**src/rtl/maxpool_13_2_8_1_pkg.sv**
```systemverilog
// Shared state type, default geometry and signed-max helper for the pooling stage.
package pool_pkg;

    localparam int POOL_N = 13;
    localparam int POOL_P = 2;
    localparam int POOL_W = 8;

    typedef enum logic {
        S_FIRST = 1'b0,
        S_ACC   = 1'b1
    } pool_state_t;

    // Strict compare: on a tie the earlier sample (b) is kept.
    function automatic logic signed [POOL_W-1:0] smax(
        input logic signed [POOL_W-1:0] a,
        input logic signed [POOL_W-1:0] b
    );
        return (a > b) ? a : b;
    endfunction

endpackage

```
**src/rtl/maxpool_13_2_8_1_out_reg.sv**
```systemverilog
// One-entry valid/ready output register; reusable by any streaming stage that
// produces at most one result per accepted input.
module pool_out_reg import pool_pkg::*; #(
    parameter int W = POOL_W
) (
    input  logic                clk,
    input  logic                reset,
    input  logic                load,
    input  logic signed [W-1:0] load_data,
    input  logic                load_last,
    output logic signed [W-1:0] y_data,
    output logic                y_valid,
    output logic                y_last,
    input  logic                y_ready,
    output logic                up_ready
);

    // Upstream may proceed when the slot is empty or is being drained this cycle.
    assign up_ready = ~y_valid | y_ready;

    always_ff @(posedge clk or posedge reset) begin
        if (reset) begin
            y_data  <= '0;
            y_last  <= 1'b0;
            y_valid <= 1'b0;
        end else if (load) begin
            y_data  <= load_data;
            y_last  <= load_last;
            y_valid <= 1'b1;
        end else if (y_valid && y_ready) begin
            y_valid <= 1'b0;
        end
    end

endmodule

```
**src/rtl/maxpool_13_2_8_1.sv**
```systemverilog
// Streaming 1-D max-pool over non-overlapping windows of P samples per N-sample frame.
// Define POOL_PARTIAL_EN to emit the trailing partial window as the frame's last result.
module maxpool_13_2_8_1 import pool_pkg::*; #(
    parameter int N = POOL_N,
    parameter int P = POOL_P,
    parameter int W = POOL_W
) (
    input  logic                clk,
    input  logic                reset,
    input  logic signed [W-1:0] x_data,
    input  logic                x_valid,
    output logic                x_ready,
    output logic signed [W-1:0] y_data,
    output logic                y_valid,
    input  logic                y_ready,
    output logic                y_last
);

    localparam int WC_W = (P > 1) ? $clog2(P) : 1;
    localparam int SC_W = (N > 1) ? $clog2(N) : 1;
    localparam logic [WC_W-1:0] WIN_LAST = WC_W'(P - 1);
    localparam logic [SC_W-1:0] SMP_LAST = SC_W'(N - 1);

    pool_state_t         state, state_nxt;
    logic [WC_W-1:0]     win_cnt;
    logic [SC_W-1:0]     smp_cnt;
    logic signed [W-1:0] max_r;
    logic signed [W-1:0] cand;
    logic                xfer, win_end, frm_end, close, close_last;

    assign xfer    = x_valid & x_ready;
    assign win_end = (win_cnt == WIN_LAST);
    assign frm_end = (smp_cnt == SMP_LAST);
    // A window opener loads unconditionally so negative first samples are kept.
    assign cand    = (state == S_FIRST) ? x_data : smax(x_data, max_r);

`ifdef POOL_PARTIAL_EN
    assign close      = xfer & (win_end | frm_end);
    assign close_last = frm_end;
`else
    localparam logic [SC_W-1:0] FULL_LAST = SC_W'((N / P) * P - 1);
    // Trailing samples are swallowed, so the last full window carries the frame marker.
    assign close      = xfer & win_end;
    assign close_last = (smp_cnt == FULL_LAST);
`endif

    always_ff @(posedge clk or posedge reset) begin
        if (reset) begin
            state <= S_FIRST;
        end else begin
            state <= state_nxt;
        end
    end

    always_comb begin
        state_nxt = state;
        if (xfer) begin
            state_nxt = (win_end || frm_end) ? S_FIRST : S_ACC;
        end
    end

    always_ff @(posedge clk or posedge reset) begin
        if (reset) begin
            win_cnt <= '0;
            smp_cnt <= '0;
            max_r   <= '0;
        end else if (xfer) begin
            max_r <= cand;
            if (frm_end) begin
                smp_cnt <= '0;
                win_cnt <= '0;
            end else begin
                smp_cnt <= smp_cnt + SC_W'(1);
                win_cnt <= win_end ? '0 : win_cnt + WC_W'(1);
            end
        end
    end

    pool_out_reg #(.W(W)) u_out (
        .clk       (clk),
        .reset     (reset),
        .load      (close),
        .load_data (cand),
        .load_last (close_last),
        .y_data    (y_data),
        .y_valid   (y_valid),
        .y_last    (y_last),
        .y_ready   (y_ready),
        .up_ready  (x_ready)
    );

endmodule

```
**config.mk**
```make
export PLATFORM = sky130hd
export DESIGN_NAME = maxpool_13_2_8_1
export DESIGN_NICKNAME = d
export VERILOG_FILES = /design/src/rtl/maxpool_13_2_8_1_pkg.sv /design/src/rtl/maxpool_13_2_8_1_out_reg.sv /design/src/rtl/maxpool_13_2_8_1.sv
export SDC_FILE = /design/constraint.sdc
export NUM_CORES = 1
export LEC_CHECK = 0
export ABC_CLOCK_PERIOD_IN_PS = 2150
export BUFFER_PORTS_ARGS = -buffer_cell sky130_fd_sc_hd__buf_2
export CORE_MARGIN = 2
export CORE_UTILIZATION = 54
export DETAILED_ROUTE_END_ITERATION = 8
export PLACE_DENSITY = 0.76
export SKIP_LAST_GASP = 1
export SYNTH_ARGS = -nofsm -noshare
export SYNTH_HDL_FRONTEND = slang
export SYNTH_SLANG_ARGS = --single-unit
```
**constraint.sdc**
```tcl
create_clock -name clk -period 2.15 [get_ports clk]
set_input_delay 0.43 -clock clk [delete_from_list [all_inputs] [get_ports clk]]
set_output_delay 0.43 -clock clk [all_outputs]
set_load 0.02 [all_outputs]
```
==> impl_metrics.tcl, run 1 <==
set metrics [dict create \
    status "completed" \
    fin_cells 191 \
    first_iter_violations 14 \
    muxShareOfSynthArea 0.0709 \
    synthesis.area_sq_um 1270 \
    crit_type "flop to flop" \
    slowest_stage "dfrtp_1" \
    hold_path.class "input port to asynchronous set/reset pin" \
    avgSynthCellArea_sq_um 9.69 \
    postRouteAntennaNets 0 \
    use_met2 0.392 \
    crit_path_start_kind "flop" \
    rsz0062_at_grt "false" \
    die_w_microns 52.5 \
    grt_pass1_wl_microns 4310 \
    max_freq_ghz 0.492 \
    ios 23 \
    ys_ff_latch 23 \
    setup_viol 0 \
    period_share 0.946 \
    max_slew_margin 0.739 \
    floorplan.core_area_sq_um 2210 \
    synth-simple-area-share 0.153 \
    rows 17 \
    place.gp.congestion 0.806 \
    antenna_cells 0 \
    die_y_microns 52.5 \
    yosysUniqueCellTypes 26 \
    fin_crit_ps 2030 \
    path_clk_slew_ps 130 \
    io_buffers 22 \
    synth_compound_area_frac 0.176 \
    cts_tree "built" \
    grt_max_degree 24 \
    cts_hold_buf 0 \
    cp_slowest_stage_delay_ps 390 \
    drv_cap 0 \
    num_vias 1040 \
    hold_violations 0 \
    ys_seq_area_frac 0.453 \
    grt_pass1_vias 1009 \
    worst_pin_slew_ps 389 \
    r2r_end "max_r[3]$_DFFE_PP0P_" \
    syn_inst 131 \
    ir_drop_mv 0.814 \
    clk_latency_ps 330 \
    fill_cells 187 \
    p_leak_nw 0.721 \
    antenna_found_initial 0 \
    post-route-util 0.675 \
    required_ps 2370 \
    rrSetupSlack_ps 120 \
    fin_skew_ps 5.15 \
    post-cts-setup-buffers 0 \
    synth_top_cell_by_area "dfrtp_1" \
    drt-total-wl_microns 2480 \
    powerDensity_nw_per_um2 1400 \
    drive_gt1_frac 0.288 \
    netlist.area_leader.share 0.453 \
    start_util 0.574 \
    cpMostUsedCell "a21oi_1" \
    vias_per_cell 5.45 \
    grt_use_met1 0.254 \
    syn_nets 153 \
    syn_to_final_growth_pct 17.6 \
    grtUsageTotal 0.216 \
    dieArea_sq_um 2760 \
    grt.overflow.total 0 \
    grt_most_used_layer "met2" \
    synth_area_leaders "dfrtp_1 (45%), ha_1 (9.9%), mux2_2 (7.1%), o21ai_0 (5.5%), inv_1 (4.1%)" \
    setup.worst_path.end_class "flop" \
    place_inst 187 \
    cts-root-buf "clkbuf_4" \
    cp-endpoint "max_r[3]$_DFFE_PP0P_" \
    use_met3 0.0286 \
    rr_worst_depth 7 \
    synth_fa_ha_area_frac 0.0985 \
    numCtsBuffers 3 \
    yosys.area_share.xor_xnor 0 \
    wl_per_cell_microns 13.0 \
    crit_path_max_fanout 5 \
    stdcell_area_sq_um 1490 \
    crit_chain "inv_1 > ha_1 > a21oi_1 > a21oi_1 > o31ai_4 > buf_4 > mux2_2" \
    placed_area_sq_um 1470 \
    cp-startpoint "max_r[3]$_DFFE_PP0P_" \
    layout.nets 186 \
    rr_startpoint "max_r[3]$_DFFE_PP0P_" \
    synth_top_family_by_area "compound AO/OA/AOI/OAI gates" \
    hpwlAfterDp_microns 1880 \
    ys_warn_count 0 \
    drt_pass1_iterations 5 \
    ctsLongestPathBuffers 2 \
    cp.arrival_ps 2260 \
    htreeDepth 1 \
    ctsResizeCount 0 \
    clock-sinks 23 \
    remaining_drc_errors 0 \
    slew_violations 0 \
]
-- cells in the mapped netlist --
cell type / n
a211o_2: 1
a211oi_1: 1
a21oi_1: 6
a31oi_1: 8
and2_0: 1
and4_2: 1
buf_1: 1
buf_2: 1
dfrtp_1: 23
ha_1: 10
inv_1: 14
mux2_2: 8
nand2_1: 11
nand2b_1: 2
nand3_1: 9
nand4_1: 2
nand4b_1: 1
nor2_1: 10
nor2b_1: 1
nor2b_4: 1
o211ai_1: 1
o211ai_2: 1
o21ai_0: 14
o22ai_1: 1
o31ai_4: 1
o41ai_1: 1
-- flip-flops by register name, indices dropped and copies added (netlist names) --
signal         cells
u_out.y_last       1
state              1
max_r              8
u_out.y_data       8
u_out.y_valid      1
smp_cnt            4
-- per-stage QoR --
step                total power [mW]  setup TNS (ps)  hold WS [ps]  setup WS [ps]
floorplan                       1.56               0           432            149
detailed placement              1.89           -31.4           455          -10.6
finish                          2.09               0           111            117
global route                    2.28               0           166           3.19
CTS                             2.11               0           114            133
global placement                1.85               0           450           47.9
-- cells by family after synthesis --
| kind of cell | after synthesis |
|---|---|
| and+or+nand+nor | 39 |
| AOI/OAI and AO/OA | 35 |
| DFF | 23 |
| buffers and inverters | 16 |
| adders and majority gates | 10 |
| muxes | 8 |
-- cell type report --
| class | count | area (sq um) | share of cell area |
|---|---|---|---|
| multi-input combinational | 92 | 633 | 0.424 |
| tap | 28 | 35.0 | 0.0235 |
| timing repair buffer | 30 | 170 | 0.114 |
| inverter | 14 | 52.6 | 0.0352 |
| sequential | 23 | 576 | 0.385 |
| clock inverter | 1 | 5.00 | 0.00335 |
| clock buffer | 3 | 22.5 | 0.0151 |
-- power by group --
group	leakage (nW)	internal, mW	switching (mW)	total, mW
logic	0.433	0.474	0.621	1.09
clock network	0.0177	0.0699	0.143	0.213
registers	0.270	0.637	0.148	0.785
-- worst max-delay path: cells and delay by family (launching register included) --
kind / cells / cell delay (ps)
multiplexers: 1 / 330
AO/OA/AOI/OAI: 3 / 660
buffers and inverters: 2 / 230
flip-flops: 1 / 390
adder cells (fa/ha/maj): 1 / 320
-- per-layer routing --
| metal | vias to the layer above | wire length (microns) |
|---|---|---|
| met5 | - | 0 |
| met1 | 481 | 1120 |
| li1 | 530 | - |
| met2 | 27 | 1240 |
| met3 | 2 | 91 |
| met4 | 0 | 36 |
-- cell usage in the layout (no fill, tap or decap) --
cell	instances
nand4b_1	1
inv_1	14
nand3_1	9
o31ai_4	1
o21ai_0	14
a211oi_1	1
a31oi_1	8
a211o_2	1
clkbuf_4	3
nor2_1	10
mux2_2	8
a21oi_1	6
clkinv_2	1
nand2_1	11
o41ai_1	1
buf_2	22
ha_1	10
and2_0	1
nor2b_4	1
o211ai_1	1
nor2b_1	1
nand2b_1	2
buf_4	8
dfrtp_1	23
o211ai_2	1
nand4_1	2
and4_2	1
o22ai_1	1
-- how the worst min path moves through the flow --
stage | to | slack, ps | cells past startpoint
floorplan | max_r[0]$_DFFE_PP0P_ | 430 | 1
CTS | smp_cnt[2]$_DFFE_PP0P_ | 110 | 3
global placement | u_out.y_last$_DFFE_PP0P_ | 450 | 2
detailed placement | u_out.y_last$_DFFE_PP0P_ | 460 | 2
global route | smp_cnt[2]$_DFFE_PP0P_ | 170 | 3
finish | state$_DFFE_PP0P_ | 110 | 3
No activity file was read; power rests on OpenSTA's default activity.
==> inputs of run 2 (changes only) <==
CELL_PAD_IN_SITES_DETAIL_PLACEMENT = 0   (was not set)
CELL_PAD_IN_SITES_GLOBAL_PLACEMENT = 1   (was not set)
CORE_UTILIZATION = 41   (was 54)
PLACE_DENSITY = 0.75   (was 0.76)
==> run 2 against run 1 <==
Against the previous run: hold slack improved by 12 ps; critical endpoint is now max_r[2]$_DFFE_PP0P_; final cell count rose by 3.7%; setup slack improved by 35 ps; core utilization fell by 17 points; highest routed layer unchanged; total power rose by 0.98%; sequential power barely moved; design area rose by 1.7%.
==> impl_metrics.tcl, run 2 (synthesis gave the netlist of run 1 again) <==
set metrics [dict create \
    status "completed" \
    start_util 0.423 \
    first_iter_violations 21 \
    drt-total-wl_microns 2600 \
    floorplan.core_area_sq_um 3000 \
    grt_use_met1 0.205 \
    num_vias 1040 \
    max_freq_ghz 0.500 \
    reg_top3 "max_r: 8 flops, u_out.y_data: 8 flops, smp_cnt: 4 flops" \
    use_met2 0.287 \
    ir_drop_mv 0.589 \
    cp_slowest_stage_delay_ps 400 \
    place.gp.congestion 0.834 \
    cp.arrival_ps 2220 \
    ctsResizeCount 0 \
    slew_violations 0 \
    required_ps 2370 \
    dieArea_sq_um 3560 \
    powerDensity_nw_per_um2 1390 \
    hold_violations 0 \
    worst_pin_slew_ps 374 \
    postRouteAntennaNets 0 \
    path_clk_slew_ps 130 \
    rr_startpoint "max_r[1]$_DFFE_PP0P_" \
    rsz0062_at_grt "false" \
    numCtsBuffers 3 \
    hpwlAfterDp_microns 1960 \
    htreeDepth 1 \
    remaining_drc_errors 0 \
    crit_path_max_fanout 5 \
    whs_ps 123 \
    setup.worst_path.end_class "flop" \
    grt_most_used_layer "met2" \
    grt_pass1_wl_microns 4420 \
    cts_hold_buf 0 \
    antenna_found_initial 0 \
    r2r_end "max_r[2]$_DFFE_PP0P_" \
    p_leak_nw 0.732 \
    max_slew_margin 0.750 \
    ios 23 \
    fin_ws_ps 152 \
    wl_per_cell_microns 13.1 \
    clk_latency_ps 320 \
    antenna_cells 0 \
    post-route-util 0.506 \
    post-cts-setup-buffers 0 \
    fin_skew_ps 1.65 \
    io_buffers 22 \
    dp_slack_ps -33.5 \
    layout.nets 188 \
    hold_path.class "input port to asynchronous set/reset pin" \
    drive_gt1_frac 0.303 \
    cts_tree "built" \
    clock-sinks 23 \
    drt_pass1_iterations 4 \
    fin_cells 198 \
    mostFrequentLayoutCells "dfrtp_1 (23), buf_2 (22), inv_1 (14), o21ai_0 (14), nand2_1 (11)" \
    cts-root-buf "clkbuf_4" \
    vias_per_cell 5.25 \
    syn_to_final_growth_pct 19.6 \
    period_share 0.929 \
    fill_cells 293 \
    rr_worst_depth 8 \
    rows 20 \
    use_met3 0.0260 \
    setup_viol 0 \
    crit_path_start_kind "flop" \
    crit_chain "inv_1 > ha_1 > nor2b_4 > o211ai_2 > a21oi_1 > o31ai_4 > buf_4 > mux2_2" \
    grt_max_degree 24 \
    grtUsageTotal 0.168 \
    drv_cap 0 \
    crit_type "flop to flop" \
    ctsLongestPathBuffers 2 \
    rrSetupSlack_ps 150 \
    die_w_microns 59.7 \
    grt_pass1_vias 1005 \
    place_inst 194 \
    slowest_stage "dfrtp_1" \
    layout_commonest_cell "dfrtp_1" \
    grt.overflow.total 0 \
    die_y_microns 59.7 \
    fin_crit_ps 2000 \
]
-- run 2: cell types whose count changed in the layout (fill, tap and decap cells not counted) --
cell | before | now
a21oi_1 | 6 | 5
a21oi_2 | 0 | 1
buf_4 | 8 | 10
-- run 2: layout make-up --
| class | instances | area, sq um | share of cell area |
|---|---|---|---|
| Clock buffer | 3 | 22.5 | 0.0148 |
| Clock inverter | 1 | 5.00 | 0.00329 |
| Inverter | 14 | 52.6 | 0.0346 |
| Multi-Input combinational cell | 92 | 637 | 0.419 |
| Sequential cell | 23 | 576 | 0.379 |
| Tap cell | 33 | 41.3 | 0.0272 |
| Timing Repair Buffer | 32 | 185 | 0.122 |
-- run 2: how the worst max path moves through the flow --
stage | start | to | slack (ps)
5_1_grt | max_r[7]$_DFFE_PP0P_ | max_r[1]$_DFFE_PP0P_ | 20
2_1_floorplan | x_data[1] | max_r[0]$_DFFE_PP0P_ | 150
4_1_cts | max_r[3]$_DFFE_PP0P_ | max_r[0]$_DFFE_PP0P_ | 100
3_3_place_gp | x_data[1] | max_r[0]$_DFFE_PP0P_ | 30
3_5_place_dp | x_data[3] | max_r[0]$_DFFE_PP0P_ | -30
6_report | max_r[1]$_DFFE_PP0P_ | max_r[2]$_DFFE_PP0P_ | 150
-- run 2: through the flow --
stage	instance area, sq um	power (mW)	TNS (ps)
6_report	1520	2.11	0
5_1_grt	1520	2.31	0
4_1_cts	1520	2.14	0
3_5_place_dp	1490	1.92	-169
3_3_place_gp	1490	1.88	0
2_1_floorplan	1270	1.56	0
-- run 2: per-layer routing --
metal / share of wire / vias up
li1: - / 537
met1: 0.46 / 479
met2: 0.49 / 19
met3: 0.033 / 5
met4: 0.020 / 0
met5: 0 / -
-- run 2: where the power goes --
part           total [mW]  switching (mW)  internal, mW  leakage, nW
Combinational        1.12           0.632         0.489        0.444
Clock               0.207           0.138        0.0698       0.0177
Sequential          0.785           0.148         0.637        0.270
-- run 2: critical path: cells and delay by family, from the launching register on --
kind | cells | cell delay, ps
AO/OA/AOI/OAI | 3 | 500
flip-flops | 1 | 400
multiplexers | 1 | 330
adder cells (fa/ha/maj) | 1 | 300
buffers and inverters | 2 | 240
AND/OR/NAND/NOR | 1 | 140
==> inputs of run 3 (changes only) <==
CELL_PAD_IN_SITES_DETAIL_PLACEMENT = 1   (was 0)
CELL_PAD_IN_SITES_GLOBAL_PLACEMENT = 2   (was 1)
CORE_UTILIZATION = 33   (was 41)
PLACE_DENSITY = 0.8   (was 0.75)
==> run 3 against run 2 <==
Against the previous run: maximum frequency is 1.6% lower; largest power group unchanged; critical endpoint is now max_r[0]$_DFFE_PP0P_; setup slack worse by 33 ps; via count is 5.5% higher; die area is 23% higher; first-iteration DRC count is 29% higher; hold slack better by 64 ps; final cell count is 9.6% higher.
==> impl_metrics.tcl, run 3 (synthesis gave the netlist of run 1 again) <==
set metrics [dict create \
    num_vias 1097 \
    layout_commonest_cell "dfrtp_1" \
    grt.overflow.total 0 \
    rows 22 \
    max_freq_ghz 0.492 \
    remaining_drc_errors 0 \
    path_clk_slew_ps 80 \
    tns_ps 0 \
    hold_path.class "input port to asynchronous set/reset pin" \
    htreeDepth 1 \
    crit_path_max_fanout 5 \
    cts-root-buf "clkbuf_8" \
    cp.arrival_ps 2190 \
    clk_latency_ps 270 \
    status "completed" \
    grt_pass1_wl_microns 5150 \
    max_slew_margin 0.748 \
    drive_gt1_frac 0.314 \
    vias_per_cell 5.06 \
    mostFrequentLayoutCells "dfrtp_1 (23), buf_2 (22), inv_1 (14), o21ai_0 (14), buf_4 (14)" \
    post-cts-setup-buffers 0 \
    setup_viol 0 \
    io_buffers 22 \
    grt_use_met1 0.199 \
    slew_violations 0 \
    use_met2 0.260 \
    drt-total-wl_microns 2930 \
    place.gp.congestion 0.826 \
    fin_cells 217 \
    die_w_microns 66.0 \
    p_leak_nw 0.756 \
    rrSetupSlack_ps 120 \
    dp_slack_ps -23.2 \
    reg_top3 "max_r: 8 flops, u_out.y_data: 8 flops, smp_cnt: 4 flops" \
    ios 23 \
    whs_ps 187 \
    fin_skew_ps 3.58 \
    start_util 0.344 \
    ctsLongestPathBuffers 2 \
    grt_pass1_vias 1164 \
    required_ps 2310 \
    rsz0062_at_grt "false" \
    cts_tree "built" \
    place_inst 213 \
    syn_to_final_growth_pct 25.0 \
    antenna_found_initial 0 \
    hpwlAfterDp_microns 2350 \
    die_y_microns 66.0 \
    numCtsBuffers 3 \
    period_share 0.945 \
    fin_crit_ps 2030 \
    grtUsageTotal 0.157 \
    dieArea_sq_um 4360 \
    crit_type "flop to flop" \
    worst_pin_slew_ps 376 \
    first_iter_violations 27 \
    grt_max_degree 24 \
    crit_path_start_kind "flop" \
    drv_cap 0 \
    floorplan.core_area_sq_um 3690 \
    fin_ws_ps 119 \
    grt_most_used_layer "met2" \
    setup.worst_path.end_class "flop" \
    postRouteAntennaNets 0 \
    wl_per_cell_microns 13.5 \
    powerDensity_nw_per_um2 1430 \
    drt_pass1_iterations 4 \
    ir_drop_mv 0.497 \
    layout.nets 192 \
    hold_violations 0 \
    use_met3 0.0324 \
    clock-sinks 23 \
    antenna_cells 0 \
]
run 3: cell count changes in the layout (fill, tap and decap cells not counted):
cell	change
a21oi_1	+1
a21oi_2	-1
buf_4	+4
clkbuf_1	+1
clkbuf_4	-3
clkbuf_8	+3
clkinv_2	-1
o22ai_1	-1
o22ai_2	+1
run 3: path summary, 6_finish.rpt:
check | start | endpoint | cells past startpoint
setup / recovery | max_r[1]$_DFFE_PP0P_ | max_r[0]$_DFFE_PP0P_ | 8
hold / removal | reset | max_r[0]$_DFFE_PP0P_ | 3
setup reg to reg | max_r[1]$_DFFE_PP0P_ | max_r[0]$_DFFE_PP0P_ | 8
hold reg to reg | u_out.y_last$_DFFE_PP0P_ | u_out.y_last$_DFFE_PP0P_ | 2
max in group asynchronous | reset | max_r[4]$_DFFE_PP0P_ | 3
min in group clk | x_data[0] | max_r[0]$_DFFE_PP0P_ | 2
run 3: per-layer routing:
metal / vias to the layer above / wire (microns)
met2: 18 / 1420
met1: 533 / 1360
met3: 5 / 99
met4: 0 / 53
li1: 541 / -
met5: - / 0
run 3: layout make-up:
type                            instances  area [sq um]
Fill cell                             448          2100
Multi-Input combinational cell         92           639
Sequential cell                        23           576
Timing Repair Buffer                   36           215
Tap cell                               48          60.1
Inverter                               14          52.6
Clock buffer                            4          45.0
run 3: per-stage QoR:
| step | cell area, sq um | power (mW) | utilization |
|---|---|---|---|
| finish | 1590 | 2.28 | 0.430 |
| global route | 1590 | 2.50 | 0.430 |
| CTS | 1580 | 2.31 | 0.429 |
| detailed placement | 1540 | 2.03 | 0.417 |
| global placement | 1540 | 1.97 | 0.417 |
| floorplan | 1270 | 1.56 | - |
run 3: power by group:
part | switching [mW] | leakage [nW] | total [mW] | internal (mW)
Sequential | 0.148 | 0.270 | 0.787 | 0.639
Clock | 0.138 | 0.0228 | 0.271 | 0.133
Combinational | 0.664 | 0.463 | 1.22 | 0.555
run 3: worst max-delay path, stage by stage, from the launching register on:
cell	delay (ps)
dfrtp_1	380
inv_1	60
ha_1	300
nor2b_4	140
o211ai_2	160
a21oi_1	120
o31ai_4	240
buf_4	190
mux2_2	330
run 3: timing repair:
item / CTS / global route
hold buffers: 0 / 0
resized for setup: 0 / 1
endpoints found under the setup margin: 0 / 8
